$ cat config.mk
export PLATFORM = sky130hd
export DESIGN_NAME = tail_light_request_sequencer
export DESIGN_NICKNAME = d
export VERILOG_FILES = /design/src/rtl/tail_light_request_sequencer.sv
export SDC_FILE = /design/constraint.sdc
export NUM_CORES = 1
export LEC_CHECK = 0
export CAP_MARGIN = 5
export CORE_ASPECT_RATIO = 1.1
export CORE_MARGIN = 2
export CORE_UTILIZATION = 30
export DETAILED_ROUTE_END_ITERATION = 6
export MAX_ROUTING_LAYER = met4
export SYNTH_ARGS = -nofsm -noshare
export SYNTH_HDL_FRONTEND = slang
export SYNTH_SLANG_ARGS = --single-unit
$ cat constraint.sdc
create_clock -name clk -period 3.8 [get_ports clk]
set_clock_uncertainty 0.1 [all_clocks]
set_input_delay 0.57 -clock clk [delete_from_list [all_inputs] [get_ports clk]]
set_output_delay 0.57 -clock clk [all_outputs]
set_load 0.01 [all_outputs]
$ cat src/rtl/tail_light_request_sequencer.sv
// Driver-input front end for light_controller: synchronise, debounce, arbitrate turn/hazard requests, pace sweeps.
// Define TAIL_LANE_CHANGE_EN to enforce MIN_SWEEPS complete sweeps before a released stalk returns to idle.
module tail_light_request_sequencer #(
  parameter int DEBOUNCE_CYCLES = 4,
  parameter int STEP_DIV        = 8,
  parameter int SWEEP_STEPS     = 4,
  parameter int MIN_SWEEPS      = 3,
  parameter int GAP_STEPS       = 1
) (
  input  logic clk,
  input  logic rst,
  input  logic brake_in,
  input  logic left_stalk,
  input  logic right_stalk,
  input  logic hazard_sw,
  output logic brake,
  output logic turn_left,
  output logic turn_right,
  output logic step_en,
  output logic sweep_done
);

  localparam int DBW = (DEBOUNCE_CYCLES > 1) ? $clog2(DEBOUNCE_CYCLES) : 1;
  localparam int PW  = (STEP_DIV > 1) ? $clog2(STEP_DIV) : 1;
  localparam int SW  = (SWEEP_STEPS > 1) ? $clog2(SWEEP_STEPS) : 1;
  localparam int GW  = (GAP_STEPS > 1) ? $clog2(GAP_STEPS) : 1;

  localparam logic [DBW-1:0] DB_LAST   = DBW'(DEBOUNCE_CYCLES - 1);
  localparam logic [PW-1:0]  PRE_LAST  = PW'(STEP_DIV - 1);
  localparam logic [SW-1:0]  STEP_LAST = SW'(SWEEP_STEPS - 1);
  localparam logic [GW-1:0]  GAP_LAST  = GW'(GAP_STEPS - 1);

  localparam int BRK = 0;
  localparam int LFT = 1;
  localparam int RGT = 2;
  localparam int HZD = 3;

  typedef enum logic [2:0] {
    S_IDLE   = 3'd0,
    S_LEFT   = 3'd1,
    S_RIGHT  = 3'd2,
    S_HAZARD = 3'd3,
    S_GAP    = 3'd4
  } state_t;

  logic [3:0]     raw;
  logic [3:0]     sync1_q, sync2_q, db_q, req_q;
  logic [DBW-1:0] db_cnt_q [4];

  state_t         state_q, state_d, target_q, target_d;
  logic [PW-1:0]  pre_q;
  logic [SW-1:0]  step_q;
  logic [GW-1:0]  gap_q;
  logic           turn_left_q, turn_right_q;
  logic           step_tick, boundary, min_met, restart;

  assign raw = {hazard_sw, right_stalk, left_stalk, brake_in};

  // The counter tracks consecutive samples that disagree with the current level.
  always_ff @(posedge clk or posedge rst) begin
    if (rst) begin
      sync1_q <= '0;
      sync2_q <= '0;
      db_q    <= '0;
      req_q   <= '0;
      for (int i = 0; i < 4; i++) db_cnt_q[i] <= '0;
    end else begin
      sync1_q <= raw;
      sync2_q <= sync1_q;
      req_q   <= db_q;
      for (int i = 0; i < 4; i++) begin
        if (sync2_q[i] != db_q[i]) begin
          if (db_cnt_q[i] == DB_LAST) begin
            db_q[i]     <= sync2_q[i];
            db_cnt_q[i] <= '0;
          end else begin
            db_cnt_q[i] <= db_cnt_q[i] + 1'b1;
          end
        end else begin
          db_cnt_q[i] <= '0;
        end
      end
    end
  end

  assign brake      = req_q[BRK];
  assign turn_left  = turn_left_q;
  assign turn_right = turn_right_q;

  assign step_tick  = (state_q != S_IDLE) && (pre_q == PRE_LAST);
  assign boundary   = step_tick && (step_q == STEP_LAST) && (state_q != S_GAP);
  assign step_en    = step_tick;
  assign sweep_done = boundary;

`ifdef TAIL_LANE_CHANGE_EN
  localparam int MW = (MIN_SWEEPS > 0) ? $clog2(MIN_SWEEPS + 1) : 1;
  localparam logic [MW-1:0] SWEEP_SAT = MW'(MIN_SWEEPS);

  logic [MW-1:0] sweep_q;

  // The sweep finishing in this cycle counts toward the minimum.
  assign min_met = (int'(sweep_q) + 1) >= MIN_SWEEPS;

  always_ff @(posedge clk or posedge rst) begin
    if (rst) begin
      sweep_q <= '0;
    end else if (restart) begin
      sweep_q <= '0;
    end else if (boundary && (sweep_q != SWEEP_SAT)) begin
      sweep_q <= sweep_q + 1'b1;
    end
  end
`else
  // Without lane-change mode any release exits at the next sweep boundary.
  assign min_met = (MIN_SWEEPS >= 0);
`endif

  always_comb begin
    state_d  = state_q;
    target_d = target_q;
    case (state_q)
      S_IDLE: begin
        if (req_q[HZD])                      state_d = S_HAZARD;
        else if (req_q[LFT] && !req_q[RGT])  state_d = S_LEFT;
        else if (req_q[RGT] && !req_q[LFT])  state_d = S_RIGHT;
      end
      S_LEFT: begin
        if (req_q[HZD]) begin
          state_d = S_HAZARD;
        end else if (boundary && req_q[RGT] && !req_q[LFT]) begin
          state_d  = S_GAP;
          target_d = S_RIGHT;
        end else if (boundary && !req_q[LFT] && min_met) begin
          state_d = S_IDLE;
        end
      end
      S_RIGHT: begin
        if (req_q[HZD]) begin
          state_d = S_HAZARD;
        end else if (boundary && req_q[LFT] && !req_q[RGT]) begin
          state_d  = S_GAP;
          target_d = S_LEFT;
        end else if (boundary && !req_q[RGT] && min_met) begin
          state_d = S_IDLE;
        end
      end
      S_GAP: begin
        if (req_q[HZD])                      state_d = S_HAZARD;
        else if (step_tick && gap_q == GAP_LAST) state_d = target_q;
      end
      S_HAZARD: begin
        if (boundary && !req_q[HZD])         state_d = S_IDLE;
      end
      default:                               state_d = S_IDLE;
    endcase
  end

  assign restart = (state_d != state_q) || (state_d == S_IDLE);

  // Pacing counters restart on every state entry so each state begins a fresh step.
  always_ff @(posedge clk or posedge rst) begin
    if (rst) begin
      state_q      <= S_IDLE;
      target_q     <= S_IDLE;
      turn_left_q  <= 1'b0;
      turn_right_q <= 1'b0;
      pre_q        <= '0;
      step_q       <= '0;
      gap_q        <= '0;
    end else begin
      state_q      <= state_d;
      target_q     <= target_d;
      turn_left_q  <= (state_d == S_LEFT)  || (state_d == S_HAZARD);
      turn_right_q <= (state_d == S_RIGHT) || (state_d == S_HAZARD);
      if (restart) begin
        pre_q  <= '0;
        step_q <= '0;
        gap_q  <= '0;
      end else begin
        pre_q <= step_tick ? '0 : pre_q + 1'b1;
        if (step_tick) begin
          step_q <= (step_q == STEP_LAST) ? '0 : step_q + 1'b1;
          if (state_q == S_GAP) gap_q <= gap_q + 1'b1;
        end
      end
    end
  end

endmodule

Word-level counts from Yosys, hierarchy flattened --
Index checks and enable logic that the tools add are counted.
Word-level totals: flip-flop bits (word level) 38, output and inout port bits 5, word-level logic and storage cells 114
Cells by class: $add $sub $neg 7, equality and inequality tests 23, muxes and demuxes 34, bitwise logic cells 1, reductions and logical operators 31
Operator list (count):
- $mux 3 | 18
- $mux 2 | 11
- $pmux 3 s5 | 1
- $logic_and 1x1->1 | 13
- $eq 3x2->1 const B | 4
- $add 2x1->2 const B | 5
- $eq 2x2->1 const B | 5
- $reduce_and 2->1 | 5
- $ne 2x2->1 const B | 4
- $eq 3x1->1 const B | 2
- $eq 3x3->1 const B | 2
- $logic_not 3->1 | 2
- $pmux 3 s2 | 1
- $reduce_bool 2->1 | 3
- $reduce_and 5->1 | 1
- $ne 1x1->1 | 4
- $add 3x1->3 const B | 1
- $logic_not 1->1 | 3
- $logic_or 1x1->1 | 3
- $mux 1 | 3
- $ne 3x3->1 | 1
- $ne 3x3->1 const B | 1
- $reduce_bool 3->1 | 1
- $add 1x1->1 const B | 1
- $not 1->1 | 1

Longest topological paths before layout --
Gate-level depths: netlist of run 1.
depth after elaboration 13, depth in mapped cells 6, mapped depth without buffers 6

Least setup slack after synthesis of run 1 --
No wires, ideal clock.
path kind register -> register, from register pre_q[0], to register gap_q, setup time 79 ps, data arrival time 1685 ps, setup slack 1936 ps, cell stages (with the launch flop) 7, buffers on the path 0, cells stage by stage dfrtp_1 > ha_1 > ha_1 > nand2_1 > o21ai_2 > a311oi_4 > mux2i_1
Between the ends: word-level cells in the longest chain between the ends 13, elaborated cells between the ends (all ways) 29, classes of those cells eq/ne: 2; mux: 11; reduce/logical: 16
Ends and longest elaborated chain:
- start: declaration | line 51 | logic [PW-1:0] pre_q;
- start signal: assignment | line 180 | pre_q <= step_tick ? '0 : pre_q + 1'b1;
- $eq 3x3->1 * | line 90 | assign step_tick = (state_q != S_IDLE) && (pre_q == PRE_LAST);
- $logic_and 1x1->1 * | line 90
- $logic_and 1x1->1 (2 in series) | line 91 | assign boundary = step_tick && (step_q == STEP_LAST) && (state_q != S_GAP);
- $logic_and 1x1->1, on equally long branches
- $mux 3, or another cell as far along | line 143 | end else if (boundary && !req_q[RGT] && min_met) begin
- $mux 3, on equally long branches | line 140, 130
- $mux 3, on equally long branches | line 138, 128
- $pmux 3 s5 * | line 121 | case (state_q)
- net state_d[0] | line 50 | state_t state_q, state_d, target_q, target_d;
- $ne 3x3->1 / $logic_not 3->1 (equally long branches) | line 158 | assign restart = (state_d != state_q) || (state_d == S_IDLE);
- $logic_or 1x1->1 * | line 158
- $reduce_bool 2->1 (no source line)
- $reduce_and 2->1 (no source line)
- end signal: assignment | line 183 | if (state_q == S_GAP) gap_q <= gap_q + 1'b1;
- end: declaration | line 53 | logic [GW-1:0] gap_q;
Mark *: on every way through the listed nets, which the timed path passes. The rest lies on a longest branch. A chain may end at the register's enable or synchronous reset.

Worst setup path after layout of run 1 --
from register pre_q[0], to output port step_en
Between the ends: word-level cells in the longest chain between the ends 2
Ends and longest elaborated chain:
- $eq 3x3->1 | line 90
- $logic_and 1x1->1 | line 90
- end: declaration | line 19 | output logic step_en,
Every way passes these cells.

==> impl_metrics.yaml, run 1 <==
floorplan:
  chipWidth_um: 75.6
  rows: 28
  top_level_ports: 11
  die_h_um: 82.8
  initial_core_util: 0.312
  core-area_sq_um: 5430
  die_area_sq_um: 6260
global_route:
  grt_antenna_before_repair: 0
  grt_pass1_vias: 1092
  grt_max_degree: 38
  grt-ovfl-total: 0
  grt_usage: 0.113
  grt_pass1_wl_mm: 5.04
min_path:
  hold_end: "sync2_q[2]"
  min_path_type: "reg2reg"
  min_from: "sync1_q[2]"
  holdPathStages: 0
route:
  drt-initial-drc-count: 51
  num_vias: 1031
  routed_wl_mm: 2.89
  viasPerCell: 4.67
  dr.pass1.iters: 4
  wl_per_cell_um: 13.1
  ant_nets: 0
  drc_errors: 0
critical_path:
  path_cells: "ha_1 -> ha_1 -> o31a_1 -> clkdlybuf4s50_1"
  path_class: "reg2out"
  r2r-start: "pre_q[0]"
  crit_top_cell: "ha_1"
  start_kind: "register"
  crit_buf_inv: 1
  worst_setup_path_end_kind: "output pin"
  slowest_stage: "clkdlybuf4s50_1"
  slowest_delay_ns: 0.58
  cp.required_ns: 3.13
  r2r-end: "step_q[1]"
  ff2ff_path_depth: 6
  cp_top_family: "buffers and inverters"
  crit_fanout: 7
  rrSetupSlack_ns: 1.67
  critPathArrivalTime_ns: 1.96
power_and_ir_drop:
  pwr-share-seq: 0.454
  vdd_drop_max_v: 0.000319
  p_per_area_nw_per_um2: 668
  p_int_mw: 0.927
  swShare: 0.302
  power.leakage_nw: 0.875
  switchingPower_mw: 0.401
  pwr-share-comb: 0.282
  totalPowerFinal_mw: 1.33
  pwr-share-clk: 0.264
placed_design:
  io_buffers: 10
  routabilityCongestion: 0.827
  placed_cells: 213
  dpl-instance-area_sq_um: 1870
  dpl.hpwl_mm: 2.00
  pre_cts_slack_ns: 1.49
run:
  maxCapViolations: 0
final_layout:
  fill_cells: 509
  final_cells: 221
  final_area_sq_um: 1990
  fin_nets: 158
  area_delta_synth_final_pct: 17.6
  n_antenna_cell: 0
  postLayoutCoreUtil: 0.367
  drive_above_1_share: 0.205
clock_tree:
  cts_num_sinks: 37
  post-cts-setup-buffers: 0
  clockBufferDepth: 2
  cts_tree: "done"
  postCtsHoldBufs: 0
  worstSkewPairLatency_ns: 0.29
  cts_buffers: 5
  ctsRootBufferMaster: "clkbuf_8"
  htreeDepth: 2
  post_cts_resized: 0
  clk_pin_slew_worst_paths_ns: 0.07
synth:
  synthXorXnorAreaFrac: 0.0259
  synth_top_flop_cell: "dfrtp_1"
  seq_area_frac_synth: 0.547
  synth_top_family_by_area: "simple AND/OR/NAND/NOR gates"
  netlist_area_sq_um: 1690
  synthAdderAreaFrac: 0.0517
  synthDistinctLibCells: 41
  ys_ff_latch: 37
  yosys.area_share.simple: 0.150
  synth_edf_count: 0
  syn_inst: 130
  syn_nets: 143
  synth-compound-area-share: 0.123
  synthTopCellsByArea: "dfrtp_1 55%, ha_1 5.2%, mux2_2 4.7%, mux2i_1 3.5%, xnor2_1 2.1%"
  yosysWarningCount: 0
  synth_mux_area_frac: 0.0820
  synth_area_leader_cell: "dfrtp_1"
  syn_avg_cell_area_sq_um: 13.0
  async_flop_share: 1.00
  synth_top_area_frac: 0.547
sta:
  period_share: 0.691
  fin_crit_ns: 2.63
  rsz0062_at_grt: "false"
  max_freq_mhz: 381
  finalWorstSetupSlack_ns: 1.17
  tns_ns: 0
  whs_ns: 0.251
  setup_viol: 0
  tightest_slew_ns: 0.593
  drv_slew: 0
  hold_viol_final: 0
  relSlewSlack: 0.605
status:
  outcome: "finished clean"
[state kept, by name, summed over array words and instances, names as in the netlist]
| name | count |
|---|---|
| step_q | 2 |
| db_cnt_q | 8 |
| gap_q | 1 |
| req_q | 4 |
| pre_q | 3 |
| sync1_q | 4 |
| sync2_q | 4 |
| turn_right | 1 |
| target_q | 2 |
| db_q | 4 |
| turn_left | 1 |
| state_q | 3 |
[cells in the final DEF (no fill, tap or decap), types with 2 or more instances in the layout]
cell type        count
o211ai_1             4
clkdlybuf4s50_1     10
and4bb_2             2
nand2_1              5
nand3_1              6
o22a_1               2
o21ai_0              3
clkbuf_8             6
xnor2_1              4
nor2_1               4
nor2b_1              5
nor3b_1              2
inv_1                3
nor2_2               2
mux2i_1              6
nor3_1               5
a21oi_1              3
dfrtp_1             37
ha_1                 7
mux2_2               7
[routing by layer]
metal  track usage  vias to the layer above  wire [um]
li1              -                      497          -
met1         0.128                      515       1240
met2         0.188                       14       1510
met3        0.0290                        5         83
met4        0.0474                        0         60
met5             -                        -          0
[cell usage after synthesis, drive strengths merged, types with 2 or more instances]
master  count
dfrtp      37
ha          7
mux2        7
mux2i       6
nand3       6
nor2        6
nor2b       6
nand2       5
nor3        5
a21oi       4
inv         4
o211ai      4
o21ai       4
xnor2       4
a311oi      2
and3b       2
and4bb      2
buf         2
nor3b       2
o22a        2
[layout make-up]
cell class / instances / area [sq um] / area share
clock buffer: 7 / 86.3 / 0.0434
clock inverter: 1 / 30.0 / 0.0151
inverter: 4 / 15.0 / 0.00754
multi-input combinational: 86 / 732 / 0.368
sequential: 37 / 926 / 0.465
tap: 75 / 93.8 / 0.0471
timing repair buffer: 11 / 108 / 0.0541
[cells by family (layout without fill, tap and decap cells)]
kind of cell               Yosys count  count (layout)
and+or+nand+nor                     38              38
DFF                                 37              37
AOI/OAI and AO/OA                   23              23
muxes                               13              13
adders and majority gates            7               7
buffers and inverters                7              23
xor gates and xnor gates             5               5
[how the worst max path moves through the flow]
stage | from | to | slack [ns] | cells past startpoint
floorplan | pre_q[0] | gap_q | 1.94 | 6
finish | pre_q[0] | step_en | 1.17 | 4
CTS | pre_q[0] | step_en | 1.16 | 4
global route | pre_q[0] | step_en | 1.06 | 4
detailed placement | pre_q[0] | step_en | 1.49 | 4
global placement | pre_q[0] | step_en | 1.53 | 4
[power by group through the flow]
| stage | registers [mW] | clock network (mW) | logic (mW) |
|---|---|---|---|
| floorplan | 0.584 | 0 | 0.301 |
| global placement | 0.604 | 0 | 0.355 |
| detailed placement | 0.612 | 0 | 0.380 |
| CTS | 0.606 | 0.360 | 0.382 |
| global route | 0.625 | 0.375 | 0.427 |
| finish | 0.603 | 0.350 | 0.375 |
Note: power is estimated with default switching activity, not from simulation.
==> run 2, diff against run 1 <==
==> constraint.sdc (replaced) <==
create_clock -name clk -period 2.66 [get_ports clk]
set_clock_uncertainty 0.1 [all_clocks]
set_input_delay 0.399 -clock clk [delete_from_list [all_inputs] [get_ports clk]]
set_output_delay 0.399 -clock clk [all_outputs]
set_load 0.01 [all_outputs]
==> run 2 against run 1 <==
Compared with the run above: design area about the same; highest routed layer unchanged; largest cell class unchanged; power grew 41%; routed wire length fell by 3.7%; sequential share of layout area about the same; count of clock-buffer cells in the layout fell by 2; flip-flop and latch count is the same.
==> impl_metrics.yaml, run 2 (synthesis gave the netlist of run 1 again) <==
route:
  wl_per_cell_um: 12.6
  num_vias: 1080
  viasPerCell: 4.89
  ant_nets: 0
  dr.pass1.iters: 4
  drt-initial-drc-count: 59
  routed_wl_mm: 2.79
  drc_errors: 0
clock_tree:
  clk_pin_slew_worst_paths_ns: 0.07
  clockBufferDepth: 2
  worstSkewPairLatency_ns: 0.29
  cts_tree: "done"
  post-cts-setup-buffers: 0
  ctsRootBufferMaster: "clkbuf_8"
  post_cts_resized: 0
  htreeDepth: 2
  cts_num_sinks: 37
  postCtsHoldBufs: 0
  cts_buffers: 5
power_and_ir_drop:
  switchingPower_mw: 0.572
  pwr-share-comb: 0.281
  vdd_drop_max_v: 0.000523
  swShare: 0.306
  p_int_mw: 1.30
  p_per_area_nw_per_um2: 941
  power.leakage_nw: 0.871
  pwr-share-seq: 0.461
  pwr-share-clk: 0.258
sta:
  whs_ns: 0.252
  tightest_slew_ns: 0.572
  tns_ns: 0
  period_share: 0.921
  relSlewSlack: 0.619
  setup_viol: 0
  rsz0062_at_grt: "false"
  hold_viol_final: 0
  drv_slew: 0
  fin_crit_ns: 2.45
  max_freq_mhz: 408
critical_path:
  path_depth: 4
  critical_path.endpoint: "step_en"
  cp.required_ns: 2.16
  crit_top_cell: "ha_1"
  crit_buf_inv: 1
  worst_setup_path_end_kind: "output pin"
  crit_fanout: 7
  path_cells: "ha_1 -> ha_1 -> o31a_1 -> clkdlybuf4s50_1"
  start_kind: "register"
  path_class: "reg2out"
  rrSetupSlack_ns: 0.53
  r2r-end: "step_q[1]"
  slowest_delay_ns: 0.58
  critPathArrivalTime_ns: 1.95
  r2r-start: "pre_q[0]"
  ff2ff_path_depth: 6
  cp_top_family: "buffers and inverters"
  slowest_stage: "clkdlybuf4s50_1"
  startpoint: "pre_q[0]"
final_layout:
  final_cells: 221
  layout_commonest_cell: "dfrtp_1"
  largest_reg_flops: 8
  final_cell_mix: "37 x dfrtp_1, 10 x clkdlybuf4s50_1, 7 x mux2_2, 7 x ha_1"
  area_delta_synth_final_pct: 17.5
  fill_cells: 520
  drive_above_1_share: 0.212
  regMostFlops: "db_cnt_q"
  n_antenna_cell: 0
  fin_nets: 158
floorplan:
  die_area_sq_um: 6260
  top_level_ports: 11
  die_h_um: 82.8
  rows: 28
  initial_core_util: 0.312
  chipWidth_um: 75.6
  core-area_sq_um: 5430
placed_design:
  placed_cells: 213
  routabilityCongestion: 0.811
  io_buffers: 10
  dpl.hpwl_mm: 2.00
global_route:
  grt_pass1_wl_mm: 4.98
  grt_usage: 0.111
  grt_pass1_vias: 1148
  grt_max_degree: 38
  grt-ovfl-total: 0
  grt_antenna_before_repair: 0
status:
  outcome: "finished clean"
min_path:
  min_path_type: "reg2reg"
run:
  maxCapViolations: 0
-- run 2: changes by cell type in the layout (fill, tap and decap cells not counted) --
cell / before / now
clkbuf_1: 1 / 0
clkbuf_8: 6 / 5
clkinv_4: 0 / 1
clkinvlp_4: 0 / 1
-- run 2: worst register-to-register path: stages (launching register included) --
cell	delay [ns]
dfrtp_1	0.40
ha_1	0.20
ha_1	0.25
nand2_1	0.15
o21ai_2	0.09
a311oi_4	0.60
mux2i_1	0.27
-- run 2: final cells by class --
cell class                 count  area [sq um]  area share
timing repair buffer          11           108      0.0541
sequential                    37           926       0.465
clock buffer                   5          68.8      0.0346
multi-input combinational     86           732       0.368
tap                           75          93.8      0.0472
inverter                       4          15.0     0.00755
clock inverter                 3          46.3      0.0233
-- run 2: how the worst min path moves through the flow --
| stage | start | end | slack (ns) | depth (start not counted) |
|---|---|---|---|---|
| floorplan | sync1_q[0] | sync2_q[0] | 0.23 | 0 |
| global placement | sync1_q[1] | sync2_q[1] | 0.23 | 0 |
| detailed placement | sync1_q[0] | sync2_q[0] | 0.24 | 0 |
| CTS | sync1_q[3] | sync2_q[3] | 0.25 | 0 |
| global route | sync1_q[3] | sync2_q[3] | 0.27 | 0 |
| finish | sync1_q[3] | sync2_q[3] | 0.25 | 0 |
-- run 2: metal layers --
metal  GRT usage  share of wire  vias up
li1            -              -      501
met1       0.118           0.42      546
met2       0.179           0.51       25
met3      0.0302          0.036        8
met4      0.0719          0.036        0
met5           -              0        -
-- run 2: per-stage QoR --
step                      setup slack (ns)   util  power (mW)  instance area, sq um
final                                0.211  0.366        1.87                  1990
after global routing                0.0766  0.366        2.01                  1990
after CTS                            0.208  0.366        1.91                  1990
after detailed placement             0.528  0.345        1.41                  1870
after global placement               0.572  0.345        1.37                  1870
after floorplan                      0.796      -        1.26                  1690
-- run 2: power by group through the flow --
stage | Clock, mW | Sequential (mW) | Combinational [mW]
6_report | 0.482 | 0.863 | 0.527
5_1_grt | 0.526 | 0.888 | 0.601
4_1_cts | 0.501 | 0.865 | 0.540
3_5_place_dp | 0 | 0.876 | 0.537
3_3_place_gp | 0 | 0.864 | 0.509
2_1_floorplan | 0 | 0.835 | 0.430
